===== config.mk =====
export PLATFORM = sky130hd
export DESIGN_NAME = pool_sched
export DESIGN_NICKNAME = d
export VERILOG_FILES = /design/src/rtl/pool_sched_pkg.sv /design/src/rtl/pool_sched_loop_cnt.sv /design/src/rtl/pool_sched.sv
export SDC_FILE = /design/constraint.sdc
export NUM_CORES = 1
export LEC_CHECK = 0
export ABC_AREA = 1
export CORE_MARGIN = 2
export CORE_UTILIZATION = 59
export DETAILED_ROUTE_END_ITERATION = 12
export GPL_TIMING_DRIVEN = 0
export PLACE_DENSITY = 0.86
export SYNTH_ARGS = -nofsm -noshare
export SYNTH_HDL_FRONTEND = slang
export SYNTH_SLANG_ARGS = --single-unit

===== constraint.sdc =====
create_clock -name clk -period 12.6 [get_ports clk]
set_input_delay 1.26 -clock clk [delete_from_list [all_inputs] [get_ports clk]]
set_output_delay 1.26 -clock clk [all_outputs]
set_load 0.03 [all_outputs]

===== src/rtl/pool_sched_pkg.sv =====
// pool_sched_pkg: sequencer state encodings and datapath defaults shared with the pool engine
package pool_sched_pkg;
  localparam logic [2:0] IDLE  = 3'd0;
  localparam logic [2:0] CHECK = 3'd1;
  localparam logic [2:0] RUN   = 3'd2;
  localparam logic [2:0] DRAIN = 3'd3;
  localparam logic [2:0] DONE  = 3'd4;
  localparam int LANES_DEF = 4;
  localparam int DW_DEF = 16;
endpackage


===== src/rtl/pool_sched_loop_cnt.sv =====
// pool_sched_loop_cnt: (g,oh,ow) nested window counter, ow fastest, wraps to zero after the last window
module pool_sched_loop_cnt #(
  parameter int DIM_W = 8
) (
  input  logic             clk,
  input  logic             rst_n,
  input  logic             clr,
  input  logic             step,
  input  logic [DIM_W-1:0] g_lim,
  input  logic [DIM_W-1:0] h_lim,
  input  logic [DIM_W-1:0] w_lim,
  output logic [DIM_W-1:0] g,
  output logic [DIM_W-1:0] oh,
  output logic [DIM_W-1:0] ow,
  output logic             last
);
  logic ow_end, oh_end;
  assign ow_end = ow == w_lim;
  assign oh_end = oh == h_lim;
  assign last = ow_end && oh_end && g == g_lim;
  // advance one window per step; limits are the last valid index of each level
  always_ff @(posedge clk or negedge rst_n)
    if (!rst_n) begin
      g <= '0;
      oh <= '0;
      ow <= '0;
    end else if (clr) begin
      g <= '0;
      oh <= '0;
      ow <= '0;
    end else if (step) begin
      ow <= ow_end ? '0 : ow + DIM_W'(1);
      oh <= !ow_end ? oh : oh_end ? '0 : oh + DIM_W'(1);
      g <= !(ow_end && oh_end) ? g : last ? '0 : g + DIM_W'(1);
    end
endmodule


===== src/rtl/pool_sched.sv =====
// pool_sched: layer sequencer issuing 2x2/stride-2 pool windows and writing results back in order
module pool_sched
  import pool_sched_pkg::*;
#(
  parameter int DW      = DW_DEF,
  parameter int LANES   = LANES_DEF,
  parameter int DIM_W   = 8,
  parameter int ADDR_W  = 16,
  parameter int MAX_OUT = 4
) (
  input  logic                clk,
  input  logic                rst_n,
  input  logic                start,
  input  logic [DIM_W-1:0]    cfg_h,
  input  logic [DIM_W-1:0]    cfg_w,
  input  logic [DIM_W-1:0]    cfg_c,
  output logic                busy,
  output logic                done,
  output logic                err,
  output logic                win_valid,
  input  logic                win_ready,
  output logic [DIM_W-1:0]    win_ch,
  output logic [DIM_W-1:0]    win_h,
  output logic [DIM_W-1:0]    win_w,
  input  logic                res_valid,
  output logic                res_ready,
  input  logic [LANES*DW-1:0] res_data,
  input  logic                wr_ready,
  output logic                wr_en,
  output logic [ADDR_W-1:0]   wr_addr,
  output logic [LANES*DW-1:0] wr_data
);
  localparam int IF_W = 4;
  logic [2:0] state, nxt;
  logic [DIM_W-1:0] h_q, w_q, c_q, g_lim, h_lim, w_lim;
  logic [DIM_W-1:0] ig, ioh, iow, wg, woh, wow;
  logic [IF_W-1:0] in_flight;
  logic bad, illegal, iss, clr, ilast, unused_wlast;
  assign g_lim = c_q / DIM_W'(LANES) - DIM_W'(1);
  assign h_lim = (h_q >> 1) - DIM_W'(1);
  assign w_lim = (w_q >> 1) - DIM_W'(1);
  assign illegal = h_q == '0 || h_q[0] || w_q == '0 || w_q[0] || c_q == '0 || (c_q % DIM_W'(LANES)) != '0;
  assign busy = state == CHECK || state == RUN || state == DRAIN;
  assign done = state == DONE;
  assign err = done && bad;
  assign win_valid = state == RUN && in_flight < IF_W'(MAX_OUT);
  assign iss = win_valid && win_ready;
  assign clr = state == IDLE && start;
  assign res_ready = wr_ready && (state == RUN || state == DRAIN);
  assign wr_en = res_valid && res_ready;
  assign wr_data = res_data;
  assign win_ch = ig * DIM_W'(LANES);
  assign win_h = ioh << 1;
  assign win_w = iow << 1;
  assign wr_addr = (ADDR_W'(wg) * ADDR_W'(h_q >> 1) + ADDR_W'(woh)) * ADDR_W'(w_q >> 1) + ADDR_W'(wow);
  // layer sequencing: a bad shape skips straight to a done/err pulse
  always_comb
    nxt = state == IDLE  ? (start ? CHECK : IDLE) :
          state == CHECK ? (illegal ? DONE : RUN) :
          state == RUN   ? (iss && ilast ? DRAIN : RUN) :
          state == DRAIN ? (in_flight == '0 ? DONE : DRAIN) : IDLE;
  // state, latched shape and the count of windows issued but not yet written back
  always_ff @(posedge clk or negedge rst_n)
    if (!rst_n) begin
      state <= IDLE;
      h_q <= '0;
      w_q <= '0;
      c_q <= '0;
      bad <= 1'b0;
      in_flight <= '0;
    end else begin
      state <= nxt;
      if (clr) begin
        h_q <= cfg_h;
        w_q <= cfg_w;
        c_q <= cfg_c;
        bad <= 1'b0;
      end
      if (state == CHECK) bad <= illegal;
      in_flight <= in_flight + IF_W'(iss) - IF_W'(wr_en);
    end
  pool_sched_loop_cnt #(.DIM_W(DIM_W)) u_iss (
    .clk(clk), .rst_n(rst_n), .clr(clr), .step(iss),
    .g_lim(g_lim), .h_lim(h_lim), .w_lim(w_lim),
    .g(ig), .oh(ioh), .ow(iow), .last(ilast)
  );
  pool_sched_loop_cnt #(.DIM_W(DIM_W)) u_wb (
    .clk(clk), .rst_n(rst_n), .clr(clr), .step(wr_en),
    .g_lim(g_lim), .h_lim(h_lim), .w_lim(w_lim),
    .g(wg), .oh(woh), .ow(wow), .last(unused_wlast)
  );
endmodule

==> impl_metrics.tcl, run 1 <==
set metrics [dict create \
    outcome "completed" \
    clk_pin_slew_worst_paths_ns 0.06 \
    path_max_fanout 10 \
    post_dp_cell_area_um2 12640 \
    ys_ff_latch 80 \
    ctsHoldBuffers 0 \
    slowest_stage "clkdlybuf4s50_1" \
    postSynthCellCount 1471 \
    cts_buffers 9 \
    hpwl_um 21680 \
    ys_warn_count 0 \
    period_share 0.8153 \
    drv_slew 0 \
    die_y_um 140.3 \
    crit_buf_inv 9 \
    critical_path.startpoint_type "flop" \
    postRouteAntennaNets 0 \
    start_util 0.6062 \
    slew-limit-headroom 0.5832 \
    rows 49 \
    hold_path.class "flop to flop" \
    cpPeakStageDelay_ns 0.68 \
    core_um2 18090 \
    wl_per_cell_um 14.21 \
    synth_edf_count 0 \
    finalSetupViolCount 0 \
    dr_total_vias 9686 \
    grt_max_degree 57 \
    antenna_cells 0 \
    nNetsFinal 1899 \
    grtUsageTotal 0.2719 \
    io_buffers 135 \
    async_flop_share 1.000 \
    final_layout_size_suffix_gt1_frac 0.1070 \
    drcViolationCount 0 \
    hold_violations 0 \
    critPathArrivalTime_ns 9.01 \
    cts_resized 0 \
    die-area_um2 19690 \
    gp_congestion 0.9357 \
    nFillCells 1447 \
    overflow 0 \
    syn_to_final_growth_pct 17.78 \
    ys_seq_area_frac 0.1826 \
    firstDrtPassIters 5 \
    synth_area_um2 10960 \
    crit_type "flop to primary output" \
    clock_sinks 80 \
    synth-main-ff-cell "dfrtp_1" \
    ys_types 56 \
    ios 204 \
    finalSetupTns_ns 0 \
    vias_per_cell 5.222 \
    cp_top_family "adder cells" \
    clock_tree.root_cell "clkbuf_16" \
    final_area_um2 12910 \
    wl_um 26360 \
    end_kind "primary output" \
    rsz0062_at_grt "false" \
    grt_first_pass_wirelength_um 43990 \
    finalClockSkew_ns 0.007018 \
    min_period_ns 10.27 \
    cts_tree "done" \
    postCtsSetupBuffers 0 \
    syn_area_per_cell_um2 7.453 \
    antenna_found_initial 0 \
    cap_violations 0 \
    htreeDepth 3 \
    clock_latency_ns 0.34 \
    grt_pass1_vias 9635 \
    clock.fmax_ghz 0.09735 \
    cpMostUsedCell "fa_1" \
    worst_pin_slew_ns 0.6195 \
    clockBufferDepth 2 \
    die_w_um 140.3 \
    cp.required_ns 11.34 \
    drt_iter0_drc 571 \
]
-- synthesized netlist by cell type, types with 3 or more instances --
cell type	n	area, um^2
nand3b_1	3	22.52
a21o_1	3	22.52
nor4_1	4	25.02
a31oi_1	3	18.77
nand3_2	5	50.05
nor3_1	20	100.1
o21ai_2	6	52.55
buf_2	7	35.03
dfrtp_1	80	2002
fa_1	97	1942
inv_1	305	1145
or2_2	3	18.77
ha_1	87	1089
and2_1	4	25.02
nand2_1	340	1276
nor2_2	6	37.54
o21ai_1	6	30.03
o22ai_1	11	68.82
nand3_1	60	300.3
nand2_2	3	18.77
xor2_1	48	420.4
xor2_2	3	48.80
o21ai_0	40	200.2
xnor2_1	21	183.9
nand4_1	14	87.58
inv_2	10	37.54
buf_4	91	683.2
or2_1	3	18.77
clkbuf_1	15	56.30
nor2_1	96	360.4
a211oi_1	3	22.52
buf_6	7	78.83
a21oi_1	35	175.2
-- final timing paths --
path / startpoint / endpoint / slack, ns / cells after the start
max: u_wb.g[5] / wr_addr[14] / 2.33 / 34
min: c_q[1] / c_q[1] / 0.50 / 2
max reg2reg: w_q[1] / u_wb.g[0] / 9.16 / 14
min reg2reg: c_q[1] / c_q[1] / 0.50 / 2
max in group asynchronous: rst_n / w_q[6] / 11.17 / 2
min in group asynchronous: rst_n / u_iss.g[4] / 0.82 / 1
-- cell usage in the layout (no fill, tap or decap), drive strengths merged, types with 6 or more instances in the layout --
| cell | n |
|---|---|
| nand2 | 344 |
| inv | 318 |
| clkdlybuf4s50 | 134 |
| buf | 108 |
| nor2 | 105 |
| fa | 97 |
| ha | 87 |
| dfrtp | 80 |
| nand3 | 66 |
| o21ai | 53 |
| xor2 | 51 |
| a21oi | 36 |
| clkbuf | 27 |
| nor3 | 22 |
| xnor2 | 21 |
| nand4 | 16 |
| o22ai | 11 |
| or2 | 6 |
-- cell families (layout without fill, tap and decap cells) --
group | count (synthesis) | count (layout) | synth area share
flip-flops | 80 | 80 | 0.1826
XOR/XNOR | 72 | 72 | 0.05958
AND/OR/NAND/NOR | 575 | 575 | 0.2288
adder cells (fa/ha/maj) | 184 | 184 | 0.2764
AO/OA/AOI/OAI | 119 | 119 | 0.06334
buffers and inverters | 440 | 592 | 0.1889
other | 1 | 4 | 0.0003421
-- layer usage --
layer	vias up	wire [um]	global-route usage
li1	4675	-	-
met1	4578	10490	0.3308
met2	369	13580	0.4995
met3	64	1599	0.03556
met4	0	697	0.08825
met5	-	0	0
-- final cells by class --
| type | count | area [um^2] | share of cell area |
|---|---|---|---|
| Clock inverter | 4 | 28.78 | 0.002229 |
| Sequential cell | 80 | 2002 | 0.1550 |
| Multi-Input combinational cell | 954 | 6902 | 0.5345 |
| Inverter | 319 | 1202 | 0.09312 |
| Buffer | 121 | 868.3 | 0.06725 |
| Clock buffer | 12 | 246.5 | 0.01909 |
| Tap cell | 229 | 286.5 | 0.02219 |
| Timing Repair Buffer | 136 | 1376 | 0.1066 |
-- registers in the layout, summed over array words and instances, names as in the netlist --
register   cells
c_q            8
h_q            8
u_iss.g        8
u_iss.oh       8
u_iss.ow       8
u_wb.g         8
u_wb.oh        8
u_wb.ow        8
w_q            8
in_flight      4
state          3
bad            1
-- metrics by stage --
step | instances | setup WS, ns | hold WS (ns) | utilization
after global placement | 1838 | 2.874 | 0.4662 | 0.6973
after global routing | 1855 | 1.763 | 0.5176 | 0.7139
after floorplan | 1474 | 3.858 | 0.4492 | -
after detailed placement | 1839 | 2.723 | 0.4693 | 0.6987
after CTS | 1855 | 2.350 | 0.4915 | 0.7139
final | 1855 | 2.328 | 0.4969 | 0.7139
-- worst register-to-register path, cell delays in order, from the launching register on --
cell and delay [ns]:
dfrtp_1 0.35, buf_4 0.17, inv_2 0.17, clkbuf_1 0.52
ha_1 0.37, xor2_1 0.20, nor2_1 0.06, nor3_1 0.18
nand3_1 0.15, nor4_1 0.52, nand3_1 0.15, nand2_1 0.17
inv_1 0.08, nand2_1 0.11, o21ai_0 0.10
Power of run 1 is left out: the tool's default activity adds up to more than one toggle a clock period on the data nets, which glitch-free logic cannot reach.
==> inputs of run 2 (changes only) <==
CORE_UTILIZATION = 49   (was 59)
PLACE_DENSITY = 0.76   (was 0.86)
clock period = 9.2 ns   (was 12.6 ns; I/O delays follow)
==> impl_metrics.tcl, run 2 (same netlist as run 1, synthesis figures left out) <==
set metrics [dict create \
    cap_violations 0 \
    place_ws_ns -0.3315 \
    clock.fmax_ghz 0.1132 \
    fin_util 0.6012 \
    syn_to_final_growth_pct 20.04 \
    cts_tree "done" \
    hpwl_um 21370 \
    clk_pin_slew_worst_paths_ns 0.07 \
    path_max_fanout 10 \
    nNetsFinal 1899 \
    core_um2 21890 \
    hold_violations 0 \
    hold_path.class "flop to flop" \
    htreeDepth 3 \
    final_cell_mix "nand2_1, inv_1, clkdlybuf4s50_1" \
    dr_total_vias 9490 \
    drcViolationCount 0 \
    cpPeakStageDelay_ns 0.68 \
    cp.required_ns 8.28 \
    setup_slack_ns 0.3653 \
    die_y_um 153.6 \
    grt_first_pass_wirelength_um 43850 \
    crit_buf_inv 7 \
    firstDrtPassIters 6 \
    critical_path.startpoint_type "flop" \
    outcome "completed" \
    clock_latency_ns 0.34 \
    grt_max_degree 57 \
    gp_congestion 0.9167 \
    die-area_um2 23590 \
    antenna_cells 0 \
    worst_pin_slew_ns 0.6231 \
    cp_top_family "adder cells" \
    hold_slack_ns 0.4847 \
    clock_sinks 80 \
    io_buffers 135 \
    clockBufferDepth 2 \
    cts_buffers 9 \
    mostFrequentLayoutCell "nand2_1" \
    start_util 0.5008 \
    period_share 0.9603 \
    grt_pass1_vias 9391 \
    end_kind "primary output" \
    ios 204 \
    vias_per_cell 4.979 \
    wl_per_cell_um 13.69 \
    wl_um 26090 \
    min_period_ns 8.835 \
    crit_type "flop to primary output" \
    die_w_um 153.6 \
    finalSetupViolCount 0 \
    drv_slew 0 \
    cpMostUsedCell "fa_1" \
    final_layout_size_suffix_gt1_frac 0.1298 \
    grtUsageTotal 0.2237 \
    critPathArrivalTime_ns 7.91 \
    rows 54 \
    slowest_stage "clkdlybuf4s50_1" \
    antenna_found_initial 0 \
    drt_iter0_drc 532 \
    finalClockSkew_ns 0.008757 \
    overflow 0 \
    slew-limit-headroom 0.5807 \
    postRouteAntennaNets 0 \
    clock_tree.root_cell "clkbuf_16" \
]
==> run 2: changes by cell type in the layout (fill, tap and decap cells not counted), sizes merged <==
| cell | delta |
|---|---|
| bufinv | +2 |
| clkdlybuf4s50 | -6 |
| clkbuf | -4 |
| buf | +6 |
| inv | +1 |
| clkinvlp | -1 |
| dlymetal6s2s | +1 |
| dlygate4sd2 | +1 |
==> run 2: path summary, 6_finish.rpt <==
check                      startpoint          to  slack, ns  cells after the start
min in group asynchronous       rst_n  u_iss.g[3]       0.50                      1
min reg2reg                    c_q[0]      c_q[0]       0.48                      2
max                            h_q[5]  wr_addr[9]       0.37                     27
min                            c_q[0]      c_q[0]       0.48                      2
max in group asynchronous       rst_n  u_wb.oh[0]       8.11                      2
max reg2reg                    w_q[1]   u_wb.g[0]       5.77                     14
==> run 2: final cells by class <==
type / instances / area (um^2)
Fill cell: 1957 / 8731
Multi-Input combinational cell: 954 / 7008
Sequential cell: 80 / 2007
Timing Repair Buffer: 141 / 1398
Inverter: 319 / 1202
Buffer: 116 / 865.8
Tap cell: 280 / 350.3
Clock buffer: 10 / 239.0
Clock inverter: 6 / 90.09
==> run 2: per-layer routing <==
metal  GRT usage  vias to the layer above  part of all wire
met5           0                        -                 0
met4     0.05636                        0             0.017
met3     0.03269                       31             0.056
met2      0.3926                      277              0.50
met1      0.2913                     4507              0.43
li1            -                     4675                 -
==> run 2: worst min-delay path, cell delays in order (launching register included) <==
cell and delay [ns]:
dfrtp_1 0.34, nand2_1 0.05, nand2_1 0.06
==> run 2: per-stage QoR <==
| stage | cells | TNS (ns) | cell area [um^2] |
|---|---|---|---|
| detailed placement | 1890 | -0.9337 | 12700 |
| finish | 1906 | 0 | 13160 |
| global route | 1906 | -0.02360 | 13160 |
| CTS | 1901 | 0 | 13040 |
| global placement | 1889 | -0.5740 | 12680 |
| floorplan | 1474 | 0 | 10970 |
==> run 2: timing repair <==
action                     CTS  global route
setup buffers                0             5
hold buffers                 0             0
pin swaps                    0             4
gates resized for setup     18            44
setup endpoints to repair    7             7
Power of run 2 is left out for the same reason.
==> inputs of run 3 (changes only) <==
CTS_CLUSTER_DIAMETER = 120   (was not set)
SKIP_LAST_GASP = 1   (was not set)
==> impl_metrics.tcl, run 3 (same netlist as run 1, synthesis figures left out) <==
set metrics [dict create \
    maxUsedRoutingLayer "met4" \
    dr_wl_met3_um 1493 \
    rows 54 \
    crit_type "flop to primary output" \
    slew-limit-headroom 0.5821 \
    drv_slew 0 \
    postRouteAntennaNets 0 \
    clock_tree.root_cell "clkbuf_16" \
    hold_path.class "flop to flop" \
    cap_violations 0 \
    cpMostUsedCell "fa_1" \
    clk_pin_slew_worst_paths_ns 0.07 \
    wl_met2_um 12990 \
    final_cell_mix "nand2_1, inv_1, clkdlybuf4s50_1" \
    vias_per_cell 5.006 \
    finalClockSkew_ns 0.008663 \
    htreeDepth 3 \
    post_dp_cell_area_um2 12700 \
    final_area_um2 13160 \
    cpPeakStageDelay_ns 0.56 \
    r2r-start "w_q[1]" \
    critPathArrivalTime_ns 7.98 \
    antenna_found_initial 0 \
    drcViolationCount 0 \
    io_buffers 135 \
    start_util 0.5008 \
    cts_tree "done" \
    critical_path.startpoint_type "flop" \
    hold_violations 0 \
    clock.fmax_ghz 0.1123 \
    end_kind "primary output" \
    firstDrtPassIters 5 \
    grt_first_pass_wirelength_um 43860 \
    timing.rr.end "u_iss.g[0]" \
    wl_um 26070 \
    slowest_stage "fa_1" \
    final_layout_size_suffix_gt1_frac 0.1294 \
    die_w_um 153.6 \
    wl_per_cell_um 13.70 \
    dr_total_vias 9526 \
    min_from "c_q[0]" \
    whs_path_depth 2 \
    rr_worst_depth 16 \
    drt_iter0_drc 520 \
    period_share 0.9677 \
    rrSetupSlack_ns 5.79 \
    core_um2 21890 \
    overflow 0 \
    rsz0062_at_grt "true" \
    seq_area_um2 2007 \
    nNetsFinal 1896 \
    antenna_cells 0 \
    outcome "completed" \
    path_max_fanout 10 \
    multi_input_area_um2 7025 \
    clock_sinks 80 \
    ios 204 \
    worst_pin_slew_ns 0.6269 \
    gp_congestion 0.9167 \
    clockBufferDepth 2 \
    grt_max_degree 57 \
    wirelength_met1_um 11080 \
    die-area_um2 23590 \
    grtUsageTotal 0.2237 \
    grt_pass1_vias 9390 \
    finalSetupViolCount 0 \
    ctsHoldBuffers 0 \
    syn_to_final_growth_pct 20.02 \
    cp.required_ns 8.28 \
    cts_buffers 9 \
    mostFrequentLayoutCell "nand2_1" \
    hold_end "c_q[0]" \
    clock_latency_ns 0.34 \
    die_y_um 153.6 \
    min_period_ns 8.903 \
    hpwl_um 21370 \
    nFillCells 1952 \
]
## run 3: cell count changes in the layout (fill, tap and decap cells not counted), sizes merged
cell	delta
clkbuf	+2
buf	-5
## run 3: through the flow
step	hold slack (ns)	util	setup slack (ns)	setup TNS, ns	cells
floorplan	0.4492	-	0.7979	0	1474
global placement	0.4640	0.5790	-0.2799	-0.5740	1889
detailed placement	0.4700	0.5802	-0.3315	-0.9337	1890
CTS	0.4874	0.5953	-0.2224	-0.2224	1901
global route	0.5133	0.6011	-0.1230	-0.1791	1903
finish	0.4838	0.6011	0.2970	0	1903
## run 3: layout make-up
| class | instances | area share |
|---|---|---|
| clock inverters | 6 | 0.006847 |
| repair buffers | 138 | 0.1049 |
| plain buffers | 116 | 0.06561 |
| well taps | 280 | 0.02663 |
| multi-input cells | 954 | 0.5339 |
| clock buffers | 10 | 0.01816 |
| flip-flops and latches | 80 | 0.1525 |
| inverters | 319 | 0.09138 |
## run 3: worst max-delay path by stage
stage / startpoint / slack, ns / to
after floorplan: u_wb.g[5] / 0.80 / wr_addr[14]
after global placement: u_wb.g[5] / -0.28 / wr_addr[14]
after detailed placement: u_wb.g[3] / -0.33 / wr_addr[14]
after CTS: u_wb.g[6] / -0.22 / wr_addr[14]
after global routing: u_wb.g[6] / -0.12 / wr_addr[14]
final: u_wb.g[6] / 0.30 / wr_addr[14]
## run 3: per-layer routing
layer,GRT usage,vias up
met3,0.03269,41
met1,0.2913,4525
met2,0.3926,294
met5,0,-
met4,0.05636,0
li1,-,4666
## run 3: critical path, delay by kind of cell, from the launching register on
kind            cells  cell delay (ns)
flops               1             0.40
simple gates        7             0.56
xor+xnor            2             0.43
compound gates      6             0.81
buf+inv             9             0.78
fa+ha+maj          10             4.63
## run 3: repair_timing
action,in CTS,in global routing
endpoints found under the hold margin,0,0
cloned,0,0
setup buffers,0,2
endpoints found under the setup margin,7,7
gates resized for setup,13,49
pin swaps,0,2
Power of run 3 is left out for the same reason.
